<file path="config.mk">
export PLATFORM = sky130hd
export DESIGN_NAME = heap_array_allocator
export DESIGN_NICKNAME = d
export VERILOG_FILES = /design/src/rtl/heap_array_allocator_pkg.sv /design/src/rtl/heap_array_allocator_rr_arbiter.sv /design/src/rtl/heap_array_allocator.sv
export SDC_FILE = /design/constraint.sdc
export NUM_CORES = 1
export LEC_CHECK = 0
export CORE_UTILIZATION = 25
export DETAILED_ROUTE_END_ITERATION = 12
export HOLD_SLACK_MARGIN = 0.12
export PLACE_DENSITY = 0.57
export SLEW_MARGIN = 25
export SYNTH_ARGS = -nofsm -noshare
export SYNTH_HDL_FRONTEND = slang
export SYNTH_SLANG_ARGS = --single-unit
</file>
<file path="constraint.sdc">
create_clock -name clock -period 3.8 [get_ports clock]
set_clock_uncertainty 0.05 [all_clocks]
set_input_delay 1.14 -clock clock [delete_from_list [all_inputs] [get_ports clock]]
set_output_delay 1.14 -clock clock [all_outputs]
set_load 0.01 [all_outputs]
</file>
<file path="src/rtl/heap_array_allocator_pkg.sv">
// heap_alloc_pkg
//   Shared types and defaults for the heap array allocator.
//   - state_e     : controller states (IDLE, CLEAR, RESP)
//   - *_DEFAULT   : default sizing constants shared with the rest of the datapath
//   - idx_w()     : index width helper, never less than one bit
//   - RSP_REQ_W   : requester index width for the default requester count
package heap_alloc_pkg;

  typedef enum logic [1:0] {
    IDLE  = 2'd0,
    CLEAR = 2'd1,
    RESP  = 2'd2
  } state_e;

  localparam int unsigned MEW_DEFAULT     = 12;
  localparam int unsigned NAREA_DEFAULT   = 3;
  localparam int unsigned NARRAYS_DEFAULT = 4;
  localparam int unsigned NREQ_DEFAULT    = 2;

  // Width needed to index n items; a single item still gets one bit.
  function automatic int unsigned idx_w(input int unsigned n);
    return (n > 1) ? $clog2(n) : 1;
  endfunction

  localparam int unsigned RSP_REQ_W = idx_w(NREQ_DEFAULT);

endpackage

</file>
<file path="src/rtl/heap_array_allocator_rr_arbiter.sv">
// rr_arbiter
//   Combinational round-robin arbiter. The search starts one past the last
//   winner and wraps, so every requester is served within NReq grants.
//   Ports:
//     valid_i  : pending request per requester
//     last_i   : index of the previous winner
//     enable_i : grants are only produced when high
//     grant_o  : one-hot grant
//     index_o  : index of the granted requester (0 when none)
module rr_arbiter #(
  parameter int unsigned NReq = 2,
  parameter int unsigned IW   = 1
) (
  input  logic [NReq-1:0] valid_i,
  input  logic [IW-1:0]   last_i,
  input  logic            enable_i,
  output logic [NReq-1:0] grant_o,
  output logic [IW-1:0]   index_o
);

  logic [IW-1:0] cand;
  logic          found;

  always_comb begin
    grant_o = '0;
    index_o = '0;
    found   = 1'b0;
    cand    = '0;
    if (enable_i) begin
      for (int off = 1; off <= int'(NReq); off++) begin
        cand = IW'((int'(last_i) + off) % int'(NReq));
        if (!found && valid_i[cand]) begin
          found         = 1'b1;
          grant_o[cand] = 1'b1;
          index_o       = cand;
        end
      end
    end
  end

endmodule

</file>
<file path="src/rtl/heap_array_allocator.sv">
// heap_array_allocator
//   Allocates and frees fixed-size heap arrays for several requesters.
//   Freed ids are recycled LIFO; fresh ids come from a high-water counter.
//   A bitmap of freed ids catches double frees. Each successful alloc
//   zeroes the array's NArea heap slots and its size entry before replying.
//   Ports:
//     clock, reset            : rising-edge clock, async active-low reset
//     req_valid/free/array    : per-requester request (free=1) and id to free
//     req_ready               : one-hot grant, combinational in the grant cycle
//     rsp_valid/req/array/error : one-cycle response
//     heap_we/addr/wdata      : heap clear write port (data always 0)
//     size_we/addr/wdata      : arraySizes clear write port (data always 0)
//     busy                    : controller not idle
//     allocs                  : high-water count of ids handed out
module heap_array_allocator
  import heap_alloc_pkg::*;
#(
  parameter int unsigned MemoryElementWidth = MEW_DEFAULT,
  parameter int unsigned NArea              = NAREA_DEFAULT,
  parameter int unsigned NArrays            = NARRAYS_DEFAULT,
  parameter int unsigned NReq               = NREQ_DEFAULT
) (
  input  logic                               clock,
  input  logic                               reset,
  input  logic [NReq-1:0]                    req_valid,
  input  logic [NReq-1:0]                    req_free,
  input  logic [NReq*MemoryElementWidth-1:0] req_array,
  output logic [NReq-1:0]                    req_ready,
  output logic                               rsp_valid,
  output logic [idx_w(NReq)-1:0]             rsp_req,
  output logic [MemoryElementWidth-1:0]      rsp_array,
  output logic                               rsp_error,
  output logic                               heap_we,
  output logic [MemoryElementWidth-1:0]      heap_addr,
  output logic [MemoryElementWidth-1:0]      heap_wdata,
  output logic                               size_we,
  output logic [MemoryElementWidth-1:0]      size_addr,
  output logic [MemoryElementWidth-1:0]      size_wdata,
  output logic                               busy,
  output logic [MemoryElementWidth-1:0]      allocs
);

  localparam int unsigned MW = MemoryElementWidth;
  localparam int unsigned RW = idx_w(NReq);
  localparam int unsigned AW = idx_w(NArrays);
  localparam int unsigned SW = idx_w(NArrays + 1);  // stack depth 0..NArrays
  localparam int unsigned KW = idx_w(NArea);

  state_e          state_q, state_d;
  logic [SW-1:0]   top_q, top_d;
  logic [NArrays-1:0] bitmap_q, bitmap_d;
  logic [MW-1:0]   allocs_q, allocs_d;
  logic [RW-1:0]   last_q, last_d;
  logic [MW-1:0]   id_q, id_d;
  logic [RW-1:0]   req_q, req_d;
  logic            err_q, err_d;
  logic [KW-1:0]   k_q, k_d;

  logic [MW-1:0]   stack_q [NArrays];
  logic            push_we;

  logic [MW-1:0]   req_array_a [NReq];
  logic [NReq-1:0] grant;
  logic [RW-1:0]   grant_idx;
  logic [MW-1:0]   free_id;
  logic            free_bad;
  logic [AW-1:0]   pop_idx;

  for (genvar gi = 0; gi < int'(NReq); gi++) begin : g_unpack
    assign req_array_a[gi] = req_array[gi*MW +: MW];
  end

  // Gating with reset keeps every output at 0 while reset is held.
  rr_arbiter #(.NReq(NReq), .IW(RW)) u_arb (
    .valid_i  (req_valid),
    .last_i   (last_q),
    .enable_i ((state_q == IDLE) && reset),
    .grant_o  (grant),
    .index_o  (grant_idx)
  );

  assign req_ready = grant;
  assign free_id   = req_array_a[grant_idx];
  assign pop_idx   = AW'(top_q - SW'(1));
  // Bitmap lookup only matters for ids below allocs, which are in range.
  assign free_bad  = (free_id >= allocs_q) || bitmap_q[AW'(free_id)];

  always_comb begin
    state_d  = state_q;
    top_d    = top_q;
    bitmap_d = bitmap_q;
    allocs_d = allocs_q;
    last_d   = last_q;
    id_d     = id_q;
    req_d    = req_q;
    err_d    = err_q;
    k_d      = k_q;
    push_we  = 1'b0;
    case (state_q)
      IDLE: begin
        if (|grant) begin
          last_d = grant_idx;
          req_d  = grant_idx;
          k_d    = '0;
          if (!req_free[grant_idx]) begin
            if (top_q != '0) begin
              // Reuse the most recently freed id first.
              id_d              = stack_q[pop_idx];
              top_d             = top_q - SW'(1);
              bitmap_d[AW'(stack_q[pop_idx])] = 1'b0;
              err_d             = 1'b0;
              state_d           = CLEAR;
            end else if (allocs_q < MW'(NArrays)) begin
              id_d     = allocs_q;
              allocs_d = allocs_q + MW'(1);
              err_d    = 1'b0;
              state_d  = CLEAR;
            end else begin
              id_d    = '0;
              err_d   = 1'b1;
              state_d = RESP;
            end
          end else begin
            if (free_bad) begin
              id_d  = '0;
              err_d = 1'b1;
            end else begin
              id_d                   = free_id;
              err_d                  = 1'b0;
              push_we                = 1'b1;
              top_d                  = top_q + SW'(1);
              bitmap_d[AW'(free_id)] = 1'b1;
            end
            state_d = RESP;
          end
        end
      end
      CLEAR: begin
        if (k_q == KW'(NArea - 1)) state_d = RESP;
        else                       k_d     = k_q + KW'(1);
      end
      RESP:    state_d = IDLE;
      default: state_d = IDLE;
    endcase
  end

  always_ff @(posedge clock or negedge reset) begin
    if (!reset) begin
      state_q  <= IDLE;
      top_q    <= '0;
      bitmap_q <= '0;
      allocs_q <= '0;
      last_q   <= RW'(NReq - 1);
      id_q     <= '0;
      req_q    <= '0;
      err_q    <= 1'b0;
      k_q      <= '0;
    end else begin
      state_q  <= state_d;
      top_q    <= top_d;
      bitmap_q <= bitmap_d;
      allocs_q <= allocs_d;
      last_q   <= last_d;
      id_q     <= id_d;
      req_q    <= req_d;
      err_q    <= err_d;
      k_q      <= k_d;
    end
  end

  // Stack contents need no reset: only entries below top are ever read.
  always_ff @(posedge clock) begin
    if (push_we) stack_q[AW'(top_q)] <= free_id;
  end

  assign busy       = (state_q != IDLE);
  assign heap_we    = (state_q == CLEAR);
  assign heap_addr  = heap_we ? (id_q * MW'(NArea) + MW'(k_q)) : '0;
  assign heap_wdata = '0;
  assign size_we    = (state_q == CLEAR) && (k_q == '0);
  assign size_addr  = size_we ? id_q : '0;
  assign size_wdata = '0;
  assign rsp_valid  = (state_q == RESP);
  assign rsp_req    = rsp_valid ? req_q : '0;
  assign rsp_array  = rsp_valid ? id_q : '0;
  assign rsp_error  = rsp_valid && err_q;
  assign allocs     = allocs_q;

endmodule

</file>
==> impl_metrics.json <==
{
  "path_clk_slew_ns": 0.06,
  "clkPwrFrac_pct": 19.0,
  "detail_route.vias_per_cell": 4.48,
  "yosysTopAreaCell": "edfxtp_1",
  "synth.distinct_cells": 52,
  "cts_hold_buf": 0,
  "grt_pass1_vias": 3774,
  "cap_violations": 0,
  "routabilityCongestion": 0.835,
  "nets": 652,
  "period_minus_slack_ns": 3.97,
  "syn_area_per_cell_um2": 11.2,
  "numClockSinks": 86,
  "start_util_pct": 25.8,
  "pre_cts_ws_ns": -0.587,
  "synth_fa_ha_area_share_pct": 10.7,
  "drive_gt1_share_pct": 23.4,
  "yosysWarnings": 0,
  "fin_util_pct": 35.3,
  "final_antenna_net_count": 0,
  "fmax_ghz": 0.252,
  "cp_slowest_cell": "fa_2",
  "finalHoldViolations": 0,
  "post-route-period-util_pct": 104,
  "ys_seq_area_share_pct": 47.2,
  "worstSkewPairLatency_ns": 0.34,
  "dpl.cell_count": 822,
  "synth_top_family_by_area": "simple AND/OR/NAND/NOR gates",
  "cts_buffers": 9,
  "seqPwrFrac_pct": 29.6,
  "crit_path_end_kind": "output pin",
  "synth_area_leaders": "edfxtp_1, dfrtp_1, ha_1",
  "die_h_um": 144,
  "synth_xor_area_share_pct": 2.07,
  "grt_usage_pct": 12.6,
  "setup_viol": 5,
  "antennaDiodeCount": 0,
  "ys_async_sr_fraction_pct": 44.2,
  "syn_to_final_growth_pct": 36.8,
  "p_sw_uw": 1570,
  "synth-edff-count": 48,
  "cp-start-kind": "flip-flop",
  "sw_frac_of_total_pct": 36.7,
  "tightest_slew_ns": 0.579,
  "layout.cells.non_filler": 850,
  "power_frac_comb_pct": 51.4,
  "dieArea_mm2": 0.0209,
  "wire_per_inst_um": 14.6,
  "leakagePower_uw": 0.00293,
  "synth_compound_area_share_pct": 9.86,
  "grt_pass1_wl_mm": 20.1,
  "wl_mm": 12.4,
  "p_int_uw": 2700,
  "h-tree-depth": 3,
  "crit_chain": "fa_2, ha_4, fa_2, a21oi_2, o21bai_2, a21oi_2, nor2b_2, o31ai_2, xnor2_1, nor2_1, buf_2",
  "yosysTopAreaCellShare_pct": 28.4,
  "syn_inst": 453,
  "path_class": "flip-flop to output pin",
  "drc": 0,
  "netlist_area_mm2": 0.00507,
  "synth_mux_area_share_pct": 7.50,
  "antenna_found_initial": 0,
  "die_w_um": 144,
  "worst_ir_drop_vdd_uv": 314,
  "via_count": 3806,
  "max_stage_delay_ns": 0.49,
  "drt_iter0_markers": 230,
  "rsz0062_at_grt": "yes",
  "grt_max_degree": 41,
  "num_rows": 51,
  "clock-root-buffer": "clkbuf_16",
  "cts_buffer_depth": 2,
  "path_max_fanout": 2,
  "drv_slew": 0,
  "worstPathArrival_ns": 2.78,
  "core_mm2": 0.0197,
  "dp_hpwl_mm": 9.44,
  "cellPowerDensity_mw_per_mm2": 614,
  "cp_top_family": "adder cells",
  "overflow": 0,
  "final_common_cell": "clkdlybuf4s50_1",
  "layout_common_cells": "clkdlybuf4s50_1, buf_4, edfxtp_1",
  "cp_num_buf_inv": 1,
  "io_pins": 110,
  "violations": "setup timing",
  "timing.final.ws_setup_ns": -0.168,
  "required_ns": 2.61,
  "outcome": "complete, but fails checks",
  "synth-simple-area-share_pct": 15.0,
  "hp-class": "flip-flop to flip-flop",
  "cts_tree": "built",
  "first_pass_iters": 4,
  "slew_headroom_pct": 61.4,
  "io_buffers": 85,
  "synthFlopType": "edfxtp_1",
  "synth-seq-cells": 86
}
-- synthesized netlist by cell type, types with 2 or more instances --
library cell,instances
xnor2_1,10
o211ai_1,2
o31ai_1,6
or3_1,2
nand2b_1,4
buf_6,2
mux2_2,2
a21oi_1,16
edfxtp_1,48
ha_1,40
nand2_1,45
o21ai_0,15
dfrtp_1,37
fa_1,2
nor4_1,2
mux4_2,12
a221oi_1,3
nand3_1,8
xor2_1,2
buf_4,24
and2_1,22
a31oi_1,3
inv_1,24
mux2i_1,5
nand4_1,3
nand3b_1,2
nor4b_1,2
a221o_1,10
a32o_2,2
and3_1,13
o21a_1,4
nor3_1,2
nor2_1,24
clkbuf_1,24
nor2b_1,14
-- cells by family (layout without fill, tap and decap cells) --
group / after synthesis / in the layout
adders and majority gates: 42 / 42
muxes: 21 / 21
AOI/OAI and AO/OA: 69 / 69
DFF: 86 / 86
other: 1 / 24
buffers and inverters: 75 / 179
xor gates and xnor gates: 12 / 12
and+or+nand+nor: 147 / 152
-- final cells by class --
class | instances | area [um^2]
flip-flops and latches | 86 | 2390
multi-input cells | 320 | 2620
fillers | 1949 | 12700
clock buffers | 10 | 229
repair buffers | 138 | 1230
inverters | 25 | 96.3
clock inverters | 6 | 45.0
well taps | 265 | 332
-- routing by layer --
layer | vias up | routed length [um] | GRT usage [%]
li1 | 1839 | - | -
met2 | 144 | 5570 | 19.7
met5 | - | 0 | 0
met4 | 0 | 136 | 3.60
met3 | 12 | 680 | 2.68
met1 | 1811 | 6020 | 17.3
-- power by group through the flow --
stage	Combinational (uW)	Sequential (uW)	Clock (uW)
floorplan	1320	1250	0
global placement	2020	1270	0
detailed placement	2070	1280	0
CTS	2170	1260	824
global route	2450	1280	868
finish	2190	1260	810
-- registers in the layout (all words and copies together), names as in the netlist --
register / flops
id_q: 12
req_q: 1
stack_q: 48
bitmap_q: 4
allocs: 12
state_q: 2
top_q: 3
err_q: 1
k_q: 2
last_q: 1
-- metrics by stage --
step	TNS, ns	area, um^2	total power [uW]	hold slack, ns
after floorplan	-2.21	5260	2580	0.388
after global placement	-29.46	6480	3290	0.366
after detailed placement	-36.07	6480	3350	0.368
after CTS	-0.459	6860	4250	0.384
after global routing	-1.64	6940	4600	0.403
final	-0.629	6940	4260	0.380
-- repair_timing --
action,4_1_cts,5_1_grt
endpoints found under the hold margin,0,0
resized for setup,46,17
setup endpoints to repair,72,52
cloned,1,4
setup buffers,5,2
pin swaps,12,9
-- worst paths after layout --
path                       startpoint            end  slack, ns  depth (start not counted)
setup reg to reg               last_q        id_q[2]       0.68                         16
min in group asynchronous       reset          req_q       1.03                          3
hold reg to reg            allocs[11]     allocs[11]       0.38                          0
hold / removal             allocs[11]     allocs[11]       0.38                          0
max in group asynchronous       reset         last_q       2.32                          3
setup / recovery               k_q[1]  heap_addr[11]      -0.17                         11
-- worst register-to-register path, stage by stage (launching register included) --
cell and delay (ns):
dfstp_2 0.60, nand2_8 0.06, nand4_4 0.07, buf_12 0.16, inv_4 0.08, nand2_1 0.09, nand2_2 0.06, ha_1 0.31
nand2_1 0.07, nor3_1 0.23, a21oi_1 0.10, o21ai_1 0.24, a311oi_4 0.06, and3_4 0.23, buf_4 0.14, buf_4 0.16
a221o_1 0.29
No activity file was read; power rests on OpenSTA's default activity.
